## src/rtl/simple_responder.sv

```systemverilog
// simple_responder: target-side handshake BFM with programmable ack wait and a FWFT FIFO read port
module simple_responder #(
    parameter int DATA_WIDTH = 8,
    parameter int DEPTH      = 4,
    parameter int DLY_W      = 4
) (
    input  logic                         clk,
    input  logic                         rst,
    input  logic                         req_i,
    input  logic [DATA_WIDTH-1:0]        data_i,
    output logic                         ack_o,
    input  logic [DLY_W-1:0]             delay_i,
    output logic                         rd_valid_o,
    output logic [DATA_WIDTH-1:0]        rd_data_o,
    input  logic                         rd_ready_i,
    output logic [$clog2(DEPTH):0]       count_o,
    output logic [31:0]                  xfer_count_o,
    output logic                         err_o
);
    localparam int AW = $clog2(DEPTH);
    localparam int CW = AW + 1;
    typedef enum logic [1:0] {IDLE, WAIT, ACK} state_t;
    state_t                state;
    logic [DLY_W-1:0]      cnt;
    logic [DATA_WIDTH-1:0] cap;
    logic [DATA_WIDTH-1:0] mem [DEPTH];
    logic [AW-1:0]         wr_ptr, rd_ptr;
    logic                  push, pop, full;
    logic [CW-1:0]         count_nx;
    assign push       = req_i && ack_o;
    assign pop        = rd_valid_o && rd_ready_i;
    assign full       = count_o == CW'(DEPTH);
    assign count_nx   = count_o + CW'(push) - CW'(pop);
    assign rd_valid_o = count_o != '0;
    assign rd_data_o  = mem[rd_ptr];
    always_ff @(posedge clk)
        if (push) mem[wr_ptr] <= data_i;
    always_ff @(posedge clk or posedge rst) begin
        if (rst) begin
            state        <= IDLE;
            ack_o        <= 1'b0;
            cnt          <= '0;
            cap          <= '0;
            err_o        <= 1'b0;
            count_o      <= '0;
            xfer_count_o <= '0;
            wr_ptr       <= '0;
            rd_ptr       <= '0;
        end else begin
            count_o <= count_nx;
            if (push) begin
                wr_ptr       <= wr_ptr + 1'b1;
                xfer_count_o <= xfer_count_o + 32'd1;
            end
            if (pop) rd_ptr <= rd_ptr + 1'b1;
            case (state)
                IDLE: if (req_i) begin
                    cap <= data_i;
                    if (delay_i == '0 && !full) begin
                        state <= ACK;
                        ack_o <= 1'b1;
                    end else begin
                        state <= WAIT;
                        cnt   <= delay_i == '0 ? '0 : delay_i - 1'b1;
                    end
                end
                WAIT: if (!req_i) begin
                    state <= IDLE;
                    err_o <= 1'b1;
                end else begin
                    if (data_i != cap) err_o <= 1'b1;
                    if (cnt != '0) cnt <= cnt - 1'b1;
                    else if (!full) begin
                        state <= ACK;
                        ack_o <= 1'b1;
                    end
                end
                ACK: if (!req_i || delay_i != '0 || count_nx >= CW'(DEPTH)) begin
                    state <= IDLE;
                    ack_o <= 1'b0;
                end else cap <= data_i;  // streaming: the next word becomes the reference
                default: begin
                    state <= IDLE;
                    ack_o <= 1'b0;
                end
            endcase
        end
    end
endmodule

```

## config.mk

```make
export PLATFORM = sky130hd
export DESIGN_NAME = simple_responder
export DESIGN_NICKNAME = d
export VERILOG_FILES = /design/src/rtl/simple_responder.sv
export SDC_FILE = /design/constraint.sdc
export NUM_CORES = 1
export LEC_CHECK = 0
export BUFFER_PORTS_ARGS = -buffer_cell sky130_fd_sc_hd__buf_2
export CAP_MARGIN = 15
export CORE_MARGIN = 2
export CORE_UTILIZATION = 30
export DETAILED_ROUTE_END_ITERATION = 10
export PLACE_DENSITY = 0.44
export SETUP_SLACK_MARGIN = 0.2
export SYNTH_ARGS = -nofsm -noshare
export SYNTH_HDL_FRONTEND = slang
export SYNTH_SLANG_ARGS = --single-unit
```

## constraint.sdc

```tcl
create_clock -name clk -period 3.5 [get_ports clk]
set_input_delay 1.05 -clock clk [delete_from_list [all_inputs] [get_ports clk]]
set_output_delay 1.05 -clock clk [all_outputs]
set_load 0.005 [all_outputs]
```

* Word-level counts from Yosys, hierarchy flattened
Memory sizes are Yosys's and may differ from the RTL's.
Cells that the tools add are included.
** Word-level totals
- Memories :: 1
- Memory bits (writable) :: 32
- Output and inout bits :: 46
- Input bits :: 16
- ROM bits :: 0
- Latch bits :: 0
- Register bits after elaboration :: 55
- Word-level logic and storage cells :: 80
** Cells by class
- Divide/modulo/power cells :: 0
- Bitwise operators :: 0
- Add/subtract/negate cells :: 7
- Shift operators :: 0
- Multiply operators :: 0
- Reduce and logical (&&, ||, !) cells :: 19
- Magnitude comparators :: 1
- Equality and inequality tests :: 16
- Mux-type cells :: 27
** Memory list
- mem :: depth 4, bits a word 8, read ports 1, clocked after Yosys merged registers in 0, write ports 1, RTL line 26 : logic [DATA_WIDTH-1:0] mem [DEPTH];
** Operators with widths (count)
- 32-bit by 1-bit adder with 32-bit output, second input constant :: 1
- 4-bit two-way mux :: 5
- 2-bit != test, second input constant :: 9
- 8-bit two-way mux :: 2
- 8-bit case mux with 2 select lines :: 1
- 2-bit two-way mux :: 6
- 1-bit two-way mux :: 10
- 8-bit != test :: 1
- 4-bit case mux with 2 select lines :: 1
- 4-bit nonzero test :: 2
- 4-bit by 1-bit subtractor with 4-bit output, second input constant :: 2
- 3-bit != test, second input constant :: 2
- 2-bit case mux with 3 select lines :: 1
- 6-bit AND reduction :: 1
- 5-bit AND reduction :: 1
- 2-bit by 1-bit adder with 2-bit output, second input constant :: 2
- 4-bit logical NOT :: 1
- 4-bit AND reduction :: 1
- 2-bit nonzero test :: 2
- 3-bit by 1-bit adder with 3-bit output :: 1
- 3-bit == test, second input constant :: 1
- 3-bit greater-or-equal comparator, second input constant :: 1
- 1-bit logical AND :: 3
- 1-bit case mux with 3 select lines :: 1
- 10 further kinds :: 12

* Logic depth before layout (Yosys ltp)
Gate-level depths: netlist (run 1).
- Depth in word-level cells :: 7
- Mapped depth :: 13
- Gate-level depth less buffers :: 13

* Least setup slack after synthesis (run 1)
Ideal clock, no wire load.
- Path type :: input port to flip-flop
- From :: input req_i
- To :: register cap[0]
- Arrival :: 3.254 ns
- Stages :: 13
- Setup slack :: 0.122 ns
- Library setup time :: 0.125 ns
- Required time :: 3.375 ns
- Path through :: buf_4 -> nand2_1 -> ha_1 -> inv_1 -> ha_1 -> inv_1 -> fa_1 -> xnor2_1 -> xnor2_1 -> inv_1 -> o21ai_2 -> nand3b_4 -> mux2_2
** Between the ends
- Word-level cells in the longest chain between the ends :: 7
** RTL lines
- start, declared :: RTL line 9 : input logic req_i,
- 1-bit logical AND :: RTL line 30 : assign push = req_i && ack_o;
- 3-bit by 1-bit adder with 3-bit output :: RTL line 33 : assign count_nx = count_o + CW'(push) - CW'(pop);
- 3-bit by 1-bit subtractor with 3-bit output :: RTL line 33
- named net count_nx[2] :: RTL line 29 : logic [CW-1:0] count_nx;
- 3-bit greater-or-equal comparator :: RTL line 78 : ACK: if (!req_i || delay_i != '0 || count_nx >= CW'(DEPTH)) begin
- 1-bit logical OR :: RTL line 78
- 2-bit != test (no source line)
- 3-bit AND reduction (no source line)
- end signal, assigned :: RTL line 58 : cap <= data_i;
- end signal, assigned :: RTL line 81 : end else cap <= data_i;
- end, declared :: RTL line 25 : logic [DATA_WIDTH-1:0] cap;
The timed path passes the listed nets, and every way through them passes these cells.
A chain may end at the register's enable or synchronous reset.

* Worst setup path after layout (run 1)
- From :: register count_o[1]
- To :: register cap[4]
** Between the ends
- Word-level cells in the longest chain between the ends :: 7
** RTL lines
- start, declared :: RTL line 16 : output logic [$clog2(DEPTH):0] count_o,
- start signal, assigned :: RTL line 50 : count_o <= count_nx;
- 3-bit nonzero test :: RTL line 34 : assign rd_valid_o = count_o != '0;
- 1-bit logical AND :: RTL line 31 : assign pop = rd_valid_o && rd_ready_i;
- named net pop :: RTL line 28 : logic push, pop, full;
- 3-bit by 1-bit subtractor with 3-bit output :: RTL line 33
- named net count_nx[2] :: RTL line 29
- 3-bit greater-or-equal comparator :: RTL line 78
- 1-bit logical OR :: RTL line 78
- 2-bit != test (no source line)
- 3-bit AND reduction (no source line)
The timed path passes the listed nets, and every way through them passes these cells.

==> qor.tcl, run 1 <==
set qor(result_of_the_run) {finished, final reports clean}
set qor(numClockSinks) 87
set qor(powerDensity_nw_per_um2) 698
set qor(syn_inst_count) 287
set qor(final_layout_size_suffix_gt1_share_pct) 30.4
set qor(vias) 2508
set qor(tightest_slew_ns) 0.850
set qor(grtUsageMet1_pct) 15.6
set qor(gr_util_met2_pct) 18.8
set qor(mappedNetlistArea_sq_um) 3890
set qor(timing.reg2reg.setup_slack_ns) 0.43
set qor(first_iter_violations) 151
set qor(initial_antenna_violation_count) 0
set qor(max-clock-path-buffers) 2
set qor(grt_start_max_net_pins) 31
set qor(cp-end-kind) {flip-flop}
set qor(fp.coreArea_sq_um) 12600
set qor(clk_transition_reported_paths_ns) 0.06
set qor(hold_fails_final_rpt) 0
set qor(hp-start) {xfer_count_o[31]}
set qor(dp.final_hpwl_microns) 5580
set qor(chipWidth_microns) 118
set qor(fp-row-count) 41
set qor(synth-edff-count) 32
set qor(critPathArrivalTime_ns) 3.29
set qor(groute.usage.overall_pct) 11.9
set qor(timing.fmax_mhz) 325
set qor(synth_flop_cell) {dfrtp_1}
set qor(groute.layer.met3.usage_pct) 3.44
set qor(placement.cell_area_sq_um) 4440
set qor(final.period_utilization_pct) 87.8
set qor(ir_drop_uv) 236
set qor(reg2reg_from) {count_o[1]}
set qor(viasPerCell) 4.64
set qor(leakagePower_nw) 2.05
set qor(maxSlewViolCount) 0
set qor(grt_pass1_vias) 2544
set qor(wirelength_microns) 7870
set qor(yosysTopAreaCellShare_pct) 35.4
set qor(critical_path_peak_fanout) 8
set qor(routed_wire_length_per_instance_microns) 14.6
set qor(die_area_sq_um) 13900
set qor(final-seq-area_sq_um) 2340
set qor(layout_common_cells) {buf_2 (61), dfrtp_1 (54), edfxtp_1 (32)}
set qor(final_core_util_pct) 37.9
set qor(postSynth.asyncResetShare_pct) 63.2
set qor(nFillCells) 1259
set qor(worstSkewPairLatency_ns) 0.34
set qor(timing.clock.skew_ns) 0.00814
set qor(grt_first_pass_wirelength_microns) 13100
set qor(worst_slew_margin_rel_pct) 42.9
set qor(ant_diodes) 0
set qor(tritoncts) {built}
set qor(ys.warnings.count) 0
set qor(synth.ff_latch_count) 87
set qor(drcViolationCount) 0
set qor(area_delta_synth_final_pct) 22.9
set qor(area_of_the_multi_input_gates_sq_um) 1490
set qor(critPathRequiredTime_ns) 3.72
set qor(reg2reg_depth) 13
set qor(critical_path_class) {reg2reg}
set qor(setup_violations) 0
set qor(worst_hold_path_type) {reg2reg}
set qor(synth.lib_cells_used.distinct) 39
set qor(synth.net_count) 312
set qor(synth.yosys.seq_area_share_pct) 60.1
set qor(hold_buffers) 0
set qor(cap_viol_max_count) 0
set qor(grt_setup_unrepaired) {false}
set qor(htree_num_levels) 3
set qor(final.min_clock_period_ns) 3.07
set qor(average_cell_area_after_synthesis_sq_um) 13.6
set qor(number_of_antenna_violating_nets_in_the_routed_design) 0
set qor(numCtsBuffers) 9
set qor(place_ws_ns) 0.106
set qor(hold_path_depth) 1
set qor(grt.overflow.total) 0
set qor(initial_utilization_pct) 30.8
set qor(finalNetCount) 388
set qor(hold_end) {xfer_count_o[31]}
set qor(global_route.peak_usage_layer) {met2}
set qor(r2r-end) {cap[4]}
set qor(detailedRoute.firstPassIterationCount) 4
set qor(top_level_ports) 62
set qor(synth_top_cell_by_area) {dfrtp_1}
set qor(timing.critical_path.from_type) {flip-flop}
set qor(place_congestion) 0.733
set qor(timing.final.ws_setup_ns) 0.426
set qor(cts_root_buf) {clkbuf_16}
set qor(fp.dieH_microns) 118
set qor(fin_area_sq_um) 4780
set qor(numPortBuffers) 61
set qor(synth.top_cells.by_area) {dfrtp_1 (35%), edfxtp_1 (25%), xnor2_1 (7.0%), mux4_2 (4.6%), xor2_1 (2.9%)}
set qor(mostFrequentLayoutCell) {buf_2}
set qor(totalPowerFinal_mw) 3.34
set qor(setup-tns-final_ns) 0
worst max-delay path by stage:
stage | end | cells after the start | startpoint | slack, ns
6_report | cap[4] | 13 | count_o[1] | 0.43
5_1_grt | cap[7] | 13 | count_o[2] | 0.22
4_1_cts | cap[4] | 13 | count_o[1] | 0.37
3_5_place_dp | cap[4] | 13 | rd_ready_i | 0.11
3_3_place_gp | cap[5] | 13 | rd_ready_i | 0.15
2_1_floorplan | cap[0] | 13 | req_i | 0.22
cell type report:
cell class	count	area share, %
Tap cell	172	4.50
Inverter	14	1.10
Sequential cell	87	48.9
Multi-Input combinational cell	182	31.1
Timing Repair Buffer	69	7.64
Clock buffer	9	4.71
Clock inverter	7	2.01
layer usage:
metal,vias up,share of wire (%)
li1,1199,-
met4,0,1.4
met2,63,48
met5,-,0
met3,9,4.9
met1,1237,46
cells by family after synthesis:
logic type,share of synthesized area (%)
muxes,7.53
and+or+nand+nor,13.4
AOI/OAI and AO/OA,4.05
adders and majority gates,3.09
xor gates and xnor gates,9.91
buffers and inverters,1.90
DFF,60.1
worst max-delay path: stages, from the launching register on:
cell and delay, ns:
dfrtp_2 0.43, or3_1 0.37, and2_4 0.18, ha_1 0.26, inv_1 0.05, ha_1 0.13
inv_1 0.05, fa_1 0.37, xnor2_1 0.20, xnor2_1 0.16, inv_1 0.09, o21ai_2 0.18
nand3b_4 0.17, mux2_2 0.30
synthesized netlist by cell type (2+ instances only):
| library cell | count |
|---|---|
| mux4_2 | 8 |
| edfxtp_1 | 32 |
| a21oi_1 | 2 |
| xnor2_1 | 31 |
| nor2_1 | 9 |
| or3_1 | 3 |
| nand3_1 | 16 |
| xor2_1 | 13 |
| nand2_1 | 13 |
| o21ai_0 | 10 |
| inv_1 | 14 |
| a21o_1 | 2 |
| buf_2 | 2 |
| nor3_1 | 6 |
| and3_1 | 10 |
| nor4_1 | 3 |
| nand4_1 | 13 |
| ha_1 | 8 |
| nor2b_1 | 3 |
| a311oi_1 | 2 |
| and4_1 | 2 |
| mux2_2 | 10 |
| dfrtp_1 | 55 |
| o22ai_1 | 2 |
| and2_1 | 4 |
registers in the layout, indices dropped and copies added (netlist names):
| signal | count |
|---|---|
| ack_o | 1 |
| cap | 8 |
| cnt | 4 |
| count_o | 3 |
| err_o | 1 |
| mem | 32 |
| rd_ptr | 2 |
| state | 2 |
| wr_ptr | 2 |
| xfer_count_o | 32 |
metrics by stage:
stage | std cells | hold slack, ns
floorplan | 287 | 0.451
finish | 540 | 0.478
global route | 540 | 0.509
detailed placement | 522 | 0.471
global placement | 522 | 0.459
CTS | 538 | 0.484
where the power goes:
group,internal [mW],switching [mW]
clock,0.626,0.403
combinational,0.461,0.385
sequential,1.26,0.196
total,2.35,0.984
timing repair:
item,in CTS,in global routing
setup buffers,0,2
gates resized for setup,0,2
hold endpoints to repair,0,0
endpoints found under the setup margin,0,8
(Power assumes the default switching activity.)
==> run 2, diff against run 1 <==
==> constraint.sdc (replaced) <==
create_clock -name clk -period 3.5 [get_ports clk]
set_input_delay 0.175 -clock clk [delete_from_list [all_inputs] [get_ports clk]]
set_output_delay 0.175 -clock clk [all_outputs]
set_load 0.005 [all_outputs]
==> run 2 against run 1 <==
  * The run now ends with hold timing left
  * Flip-flop and latch count is the same
  * Total power fell by 3.5%
  * Non-clock buffer count down 6
  * First-iteration DRC count down 37%
  * Worst hold slack got worse by 0.49 ns
  * Global-route usage up 0.22 points
  * Die area unchanged
  * Cell count decreased by 1.1%
  * Register-to-register slack about the same
  * Combinational power is 1% lower
  * Design area fell by 1.5%
==> qor.tcl, run 2 (synthesized netlist as in run 1, its figures left out) <==
set qor(result_of_the_run) {complete, but fails checks} ;# was finished, final reports clean
set qor(violations) {hold timing}
set qor(groute.usage.overall_pct) 12.1 ;# was 11.9%
set qor(grt_setup_unrepaired) {false} ;# unchanged
set qor(reg2reg_depth) 13 ;# unchanged
set qor(grt_first_pass_wirelength_microns) 13000 ;# was 13,100 microns
set qor(cts_root_buf) {clkbuf_16} ;# unchanged
set qor(worstSkewPairLatency_ns) 0.34 ;# about the same
set qor(critical_path_peak_fanout) 8 ;# unchanged
set qor(fp-row-count) 41 ;# unchanged
set qor(worst_hold_path_type) {in2async} ;# was reg2reg
set qor(critPathRequiredTime_ns) 3.72 ;# about the same
set qor(cp-end-kind) {flip-flop} ;# unchanged
set qor(final.period_utilization_pct) 87.7 ;# was 87.8%
set qor(path_cells) {or3_1, and2_1, ha_1, inv_1, ha_1, inv_1, fa_2, xnor2_2, xnor2_2, inv_1, o21ai_2, nand3b_4, mux2_2} ;# was or3_1, and2_4, ha_1, inv_1, ha_1, inv_1, fa_1, xnor2_1, xnor2_1, inv_1, o21ai_2, nand3b_4, mux2_2
set qor(numClockSinks) 87 ;# unchanged
set qor(numPortBuffers) 61 ;# unchanged
set qor(htree_num_levels) 3 ;# unchanged
set qor(area_delta_synth_final_pct) 21.1 ;# was 22.9%
set qor(first_iter_violations) 95 ;# was 151
set qor(critical_path_class) {reg2reg} ;# unchanged
set qor(final.min_clock_period_ns) 3.07 ;# about the same
set qor(detailedRoute.firstPassIterationCount) 4 ;# unchanged
set qor(vias) 2451 ;# was 2,508
set qor(timing.final.ws_setup_ns) 0.432 ;# was 0.426 ns
set qor(place_ws_ns) 0.284 ;# was 0.106 ns
set qor(viasPerCell) 4.59 ;# was 4.64
set qor(worst_slew_margin_rel_pct) 41.8 ;# was 42.9%
set qor(powerDensity_nw_per_um2) 684 ;# was 698 nW/um^2
set qor(place_congestion) 0.761 ;# was 0.733
set qor(chipWidth_microns) 118 ;# unchanged
set qor(drcViolationCount) 0 ;# unchanged
set qor(grt_pass1_vias) 2414 ;# was 2,544
set qor(mostFrequentLayoutCell) {buf_2} ;# unchanged
set qor(area_of_the_multi_input_gates_sq_um) 1500 ;# was 1490 sq um
set qor(tightest_slew_ns) 0.867 ;# was 0.850 ns
set qor(cap_viol_max_count) 0 ;# unchanged
set qor(leakagePower_nw) 2.02 ;# was 2.05 nW
set qor(largest_registers) {mem x32, xfer_count_o x32, cap x8} ;# unchanged
set qor(wirelength_microns) 7870 ;# unchanged
set qor(nFillCells) 1255 ;# was 1,259
set qor(initial_utilization_pct) 30.8 ;# unchanged
set qor(most_common_cell_type_on_the_critical_path) {inv_1} ;# unchanged
set qor(setup-tns-final_ns) 0 ;# unchanged
set qor(grt_start_max_net_pins) 40 ;# was 31
set qor(crit_path_top_delay_cell) {dfrtp_1} ;# was dfrtp_2
set qor(ant_diodes) 0 ;# unchanged
set qor(ir_drop_uv) 179 ;# was 236 uV
set qor(dp.final_hpwl_microns) 5480 ;# was 5580 microns
set qor(hold_buffers) 0 ;# unchanged
set qor(critPathArrivalTime_ns) 3.29 ;# about the same
set qor(die_area_sq_um) 13900 ;# unchanged
set qor(finalNetCount) 382 ;# was 388
set qor(tritoncts) {built} ;# unchanged
set qor(slowest_delay_ns) 0.41 ;# was 0.43 ns
set qor(fp.dieH_microns) 118 ;# unchanged
set qor(hold_fails_final_rpt) 18 ;# was 0
set qor(grt.overflow.total) 0 ;# unchanged
set qor(number_of_antenna_violating_nets_in_the_routed_design) 0 ;# unchanged
set qor(timing.fmax_mhz) 326 ;# was 325 MHz
set qor(max-clock-path-buffers) 2 ;# unchanged
set qor(final_layout_size_suffix_gt1_share_pct) 29.6 ;# was 30.4%
set qor(top_level_ports) 62 ;# unchanged
set qor(setup_violations) 0 ;# unchanged
set qor(numCtsBuffers) 9 ;# unchanged
set qor(timing.critical_path.from_type) {flip-flop} ;# unchanged
set qor(initial_antenna_violation_count) 0 ;# unchanged
set qor(timing.clock.skew_ns) 0.00959 ;# was 0.00814 ns
set qor(maxSlewViolCount) 0 ;# unchanged
set qor(routed_wire_length_per_instance_microns) 14.7 ;# was 14.6 microns
set qor(layout_common_cells) {buf_2 (61), dfrtp_1 (54), edfxtp_1 (32)} ;# unchanged
set qor(final-seq-area_sq_um) 2340 ;# unchanged
set qor(clk_transition_reported_paths_ns) 0.06 ;# about the same
set qor(fp.coreArea_sq_um) 12600 ;# unchanged
set qor(holdWs_ns) -0.0148 ;# was 0.478 ns
[run 2: what timing repair did]
| action | in CTS | in global routing |
|---|---|---|
| resized for setup | 0 | 4 |
| setup endpoints to repair | 0 | 8 |
| endpoints found under the hold margin | 0 | 0 |
| setup buffers | 0 | 1 |
[run 2: where the power goes]
part	switching (mW)	internal [mW]
logic	0.394	0.442
clock network	0.385	0.537
registers	0.197	1.26
total	0.977	2.24
[run 2: final timing paths]
check	start	end	slack (ns)
worst min register to register	err_o	err_o	0.46
min in group clk	data_i[4]	mem[0][4]	0.10
worst max-delay path	count_o[2]	cap[6]	0.43
worst min-delay path	rst	xfer_count_o[31]	-0.01
max in group asynchronous	rst	count_o[1]	2.74
worst max register to register	count_o[2]	cap[6]	0.43
[run 2: layout make-up]
class	count	area share (%)
sequential	87	49.7
tap	172	4.57
clock buffer	13	5.74
multi-input combinational	182	31.8
timing repair buffer	63	6.80
clock inverter	3	0.345
inverter	14	1.12
[run 2: worst max-delay path, delay by kind of cell (launching register included)]
kind,cells,cell delay [ns]
AOI/OAI and AO/OA,1,0.17
xor gates and xnor gates,2,0.38
adders and majority gates,3,0.75
buffers and inverters,3,0.20
DFF,1,0.41
muxes,1,0.30
and+or+nand+nor,3,0.75
[run 2: routing by layer]
layer | vias to the layer above | routed length, microns | track usage, %
met5 | - | 0 | 0
met4 | 0 | 157 | 5.95
met3 | 11 | 429 | 3.44
met2 | 58 | 3500 | 17.4
met1 | 1200 | 3780 | 16.6
li1 | 1182 | - | -
[run 2: through the flow]
| step | cell area [sq um] | instances | hold slack (ns) | power, mW | util, % |
|---|---|---|---|---|---|
| 4_1_cts | 4680 | 533 | 0.0239 | 3.23 | 37.1 |
| 3_3_place_gp | 4400 | 517 | 0.407 | 2.28 | 34.8 |
| 2_1_floorplan | 3890 | 287 | 0.274 | 1.99 | - |
| 6_report | 4710 | 534 | -0.0148 | 3.22 | 37.3 |
| 5_1_grt | 4710 | 534 | 0.0668 | 3.44 | 37.3 |
| 3_5_place_dp | 4400 | 517 | 0.397 | 2.29 | 34.8 |
